### src/rtl/div_pkg.sv
// Shared types and sizing helpers for the sequential unsigned divider.
package div_pkg;

  typedef enum logic [1:0] {
    IDLE = 2'd0,
    CALC = 2'd1,
    DONE = 2'd2
  } div_state_t;

  // Bits needed to count 0..w inclusive.
  function automatic int cnt_w(input int w);
    return $clog2(w + 1);
  endfunction

endpackage

### src/rtl/div_step.sv
// One restoring-division step: shift in the next dividend bit, subtract if it fits.
// Purely combinational; no flow control.
module div_step #(
  parameter int W = 8
) (
  input  logic [W-1:0] r,
  input  logic         a_msb,
  input  logic [W-1:0] divisor,
  output logic [W-1:0] r_next,
  output logic         q_bit
);

  logic [W:0] r_sh;

  // When the subtraction happens the true result is below divisor, so W-bit modular math is exact.
  always_comb begin
    r_sh   = {r, a_msb};
    q_bit  = (r_sh >= {1'b0, divisor});
    r_next = q_bit ? (r_sh[W-1:0] - divisor) : r_sh[W-1:0];
  end

endmodule

### src/rtl/seq_div_unsigned.sv
// Radix-2 restoring unsigned divider: one quotient bit per clock, done width1 edges after the start edge.
// Starts only on a rising edge of en seen in IDLE; rises while busy are dropped, results hold until the next op.
module seq_div_unsigned
  import div_pkg::*;
#(
  parameter int width1 = 16,
  parameter int width2 = 8
) (
  input  logic              sys_clk,
  input  logic              sys_rst_n,
  input  logic              en,
  input  logic [width1-1:0] A,
  input  logic [width2-1:0] B,
  output logic [width1-1:0] quot,
  output logic [width2-1:0] rem,
  output logic              busy,
  output logic              done,
  output logic              dz
);

  localparam int CW = cnt_w(width1);
  localparam logic [CW-1:0] CNT_LAST = CW'(width1 - 1);

  div_state_t        state, state_nxt;
  logic              en_d;
  logic              start;
  logic              dz_req;
  logic              cnt_last;
  logic [width1-1:0] a_reg;
  logic [width2-1:0] d_reg;
  logic [width2-1:0] r_reg;
  logic [CW-1:0]     cnt;
  logic [width2-1:0] r_next;
  logic              q_bit;

  assign start    = en & ~en_d;
  assign cnt_last = (cnt == CNT_LAST);

  div_step #(.W(width2)) u_step (
    .r       (r_reg),
    .a_msb   (a_reg[width1-1]),
    .divisor (d_reg),
    .r_next  (r_next),
    .q_bit   (q_bit)
  );

  always_ff @(posedge sys_clk) begin
    if (!sys_rst_n) state <= IDLE;
    else            state <= state_nxt;
  end

  // A zero divisor spends one CALC cycle resolving, so its done lands one edge after start.
  always_comb begin
    state_nxt = state;
    case (state)
      IDLE:    if (start) state_nxt = CALC;
      CALC:    if (dz_req || cnt_last) state_nxt = DONE;
      DONE:    state_nxt = IDLE;
      default: state_nxt = IDLE;
    endcase
  end

  always_comb begin
    busy = 1'b0;
    done = 1'b0;
    case (state)
      CALC:    busy = 1'b1;
      DONE:    done = 1'b1;
      default: ;
    endcase
  end

  always_ff @(posedge sys_clk) begin
    if (!sys_rst_n) begin
      en_d   <= 1'b0;
      dz_req <= 1'b0;
      a_reg  <= '0;
      d_reg  <= '0;
      r_reg  <= '0;
      cnt    <= '0;
      quot   <= '0;
      rem    <= '0;
      dz     <= 1'b0;
    end else begin
      en_d <= en;
      case (state)
        IDLE: begin
          if (start) begin
            a_reg  <= A;
            d_reg  <= B;
            r_reg  <= '0;
            cnt    <= '0;
            dz_req <= (B == '0);
          end
        end
        CALC: begin
          if (dz_req) begin
            quot   <= '1;
            rem    <= '0;
            dz     <= 1'b1;
            dz_req <= 1'b0;
          end else begin
            a_reg <= {a_reg[width1-2:0], q_bit};
            r_reg <= r_next;
            cnt   <= cnt + 1'b1;
            if (cnt_last) begin
              quot <= {a_reg[width1-2:0], q_bit};
              rem  <= r_next;
              dz   <= 1'b0;
            end
          end
        end
        default: ;
      endcase
    end
  end

endmodule

### config.mk
export PLATFORM = sky130hd
export DESIGN_NAME = seq_div_unsigned
export DESIGN_NICKNAME = d
export VERILOG_FILES = /design/src/rtl/div_pkg.sv /design/src/rtl/div_step.sv /design/src/rtl/seq_div_unsigned.sv
export SDC_FILE = /design/constraint.sdc
export NUM_CORES = 1
export LEC_CHECK = 0
export ABC_CLOCK_PERIOD_IN_PS = 6000
export BUFFER_PORTS_ARGS = -buffer_cell sky130_fd_sc_hd__buf_2
export CAP_MARGIN = 10
export CORE_MARGIN = 2
export CORE_UTILIZATION = 40
export CTS_BUF_LIST = sky130_fd_sc_hd__clkbuf_4
export DETAILED_ROUTE_END_ITERATION = 8
export PLACE_DENSITY = 0.59
export SETUP_SLACK_MARGIN = 0.2
export SYNTH_ARGS = -nofsm -noshare
export SYNTH_HDL_FRONTEND = slang
export SYNTH_SLANG_ARGS = --single-unit
export TNS_END_PERCENT = 30
### constraint.sdc
create_clock -name sys_clk -period 6 [get_ports sys_clk]
set_input_delay 0.3 -clock sys_clk [delete_from_list [all_inputs] [get_ports sys_clk]]
set_output_delay 0.3 -clock sys_clk [all_outputs]
set_load 0.01 [all_outputs]
==> run summary <==
Core area - 0.00691 mm²
Synth unique cells - 40
Sequential cell area fraction in the yosys report - 45.7%
Slack of the worst reg-to-reg path - 3.38 ns
Number of global-route vias before repair - 2173
Worst-skew pair later-pin latency - 0.40 ns
Area post-placement - 0.00325 mm²
Most common library cell in the layout ignoring fill and taps - dfxtp_1
Ys async rst share - 0%
Clock Power Share - 32.6%
Internal power - 0.723 mW
Number of port buffers - 53
Fin area - 0.00341 mm²
Flop pwr share - 46.1%
Avg Inst Size Synth - 9.38 µm²
Syn Inst Count - 308
Post-synth EDFFs - 0
Fmax - 381 MHz
Final hold slack - 0.123 ns
Routed len/inst - 13.7 µm
Syn_nets - 346
Area of the mapped netlist - 0.00289 mm²
Post-detail-place hpwl - 4.43 mm
Clock transition at path regs - 0.11 ns
Area delta synth->final - 18.1%
Overall routing resource usage - 17.1%
Die area - 0.00792 mm²
Worst slack, placed - 3.38 ns
VDD IR max - 130 µV
Max_slew headroom - 43.2%
Flops & latches, synth - 66
Hold buffers post-CTS - 0
Tcrit/Tclk final - 43.7%
H-tree levels - 3
Post-synthesis xor/xnor area fraction - 2.12%
Power Total - 1.02 mW
Post-Route WL - 6.33 mm
Switching Fraction - 29.3%
Fin nets - 398
First-pass GRT wire length - 10.5 mm
Min Tclk post-route - 2.62 ns
# diodes - 0
Max-slew violations - 0
Clock Skew - 0.0185 ns
Total gr overflow - 0
Most frequent cells in the layout - dfxtp_1, nand2_1, buf_2, a21boi_0, a22oi_1
Post-route worst setup slack - 3.38 ns
CTS tree - yes
# rows - 30
Initial antenna violation count - 0
Clock sink total - 66
Synth Area in Simple Gates - 14.8%
Synth Area in Adders - 5.02%
Die width - 89.0 µm
# placed instances - 445
P_leak - 1.40 nW
Drt pass-1 iters - 5
Crit-path max FO - 10
Tightest Pin Transition - 0.852 ns
Initial DRC Count - 83
Non-Filler Instances - 461
Final setup fails - 0
CP Class - flip-flop to flip-flop
WP data arrival - 2.91 ns
RSZ-0062 raised after global routing - no
Startpoint types - flip-flop
Share of layout cells above drive strength 1 - 26.6%
Setup crit end kind - flip-flop
Largest net degree at the start of global routing - 55
CTS Buffer Depth - 2
Hold Vio Cnt, Final - 0
Predominant post-synthesis flop cell - dfxtp_1
# IOs - 54
Combinational power share - 21.3%
Antenna Nets Post-Route - 0
Yosys Warn Count - 0
Net switching power - 0.299 mW
Setup bufs post-CTS - 0
P per Cell Area - 300 mW/mm²
Routability congestion estimate - 0.824
Status - completed
Die H - 89.0 µm
HP Class - primary input to flip-flop
Inserted Clock Buffers - 9
Root buffer cell - clkbuf_4
Setup TNS - 0 ns
Multiplexer share of the synthesized area - 3.12%
Synth Area in Compound Gates - 25.5%
DRC viols - 0
Worst Path Required - 6.29 ns
Via count - 2332
Drt via density - 5.06
Post-CTS sizing - 0
Maxcap violations - 0
Largest family of logic cells by synthesized area - compound AO/OA/AOI/OAI gates
Initial Util - 41.8%
Post-route core utilization - 49.4%
==> cells by family after synthesis <==
kind of cell / Yosys count
simple gates: 94
compound gates: 93
flops: 66
buf+inv: 29
fa+ha+maj: 11
mux: 8
xor+xnor: 7
==> cell usage after synthesis, types with 2 or more instances <==
library cell	count	area share (%)
a211oi_1	2	0.52
a21boi_0	23	6.0
a21oi_1	2	0.35
a22oi_1	19	4.9
and2_1	5	1.1
and3_1	2	0.43
buf_1	2	0.26
clkbuf_1	14	1.8
dfxtp_1	66	46
ha_1	10	4.3
inv_1	13	1.7
mux2_4	2	1.0
mux2i_1	6	2.1
nand2_1	55	7.1
nand2b_1	3	0.65
nand3_1	2	0.35
nand4_1	2	0.43
nand4b_1	2	0.61
nor2_1	11	1.4
nor2b_1	6	1.3
nor3_1	2	0.35
o21ai_0	7	1.2
o21ai_1	16	2.8
o221a_2	15	5.8
xnor2_1	2	0.61
xor2_1	5	1.5
==> cell type report <==
cell class	count	area [µm²]
clock buffer	9	67.6
clock inverter	7	93.8
timing repair buffer	57	295
inverter	13	48.8
multi-input combinational	213	1470
sequential	66	1320
tap	96	120
fill	725	3490
==> worst paths after layout <==
| check | start | endpoint | cells after the start |
|---|---|---|---|
| max reg2reg | d_reg[3] | r_reg[6] | 8 |
| max | d_reg[3] | r_reg[6] | 8 |
| min | en | en_d | 2 |
| min reg2reg | rem[2] | rem[2] | 2 |
==> worst max-delay path, cell delays in order (launching register included) <==
cell	delay, ns
dfxtp_1	0.34
inv_1	0.04
ha_1	0.34
a21o_1	0.21
a21oi_4	0.18
a311oi_2	0.14
a2111oi_4	0.81
mux2i_1	0.35
o21ai_1	0.10
==> layer usage <==
metal	wire length, µm	global-route usage [%]	up-vias
met2	2780	25.9	51
met5	0	0	-
met4	94	6.65	0
met1	3140	23.0	1074
li1	-	-	1197
met3	310	5.26	10
==> power by group through the flow <==
stage	Sequential, mW	Clock [mW]	Combinational, mW
finish	0.471	0.334	0.218
global route	0.473	0.368	0.242
CTS	0.471	0.341	0.219
detailed placement	0.481	0	0.218
global placement	0.481	0	0.215
floorplan	0.476	0	0.173
Power figures use the tool's default switching activity.
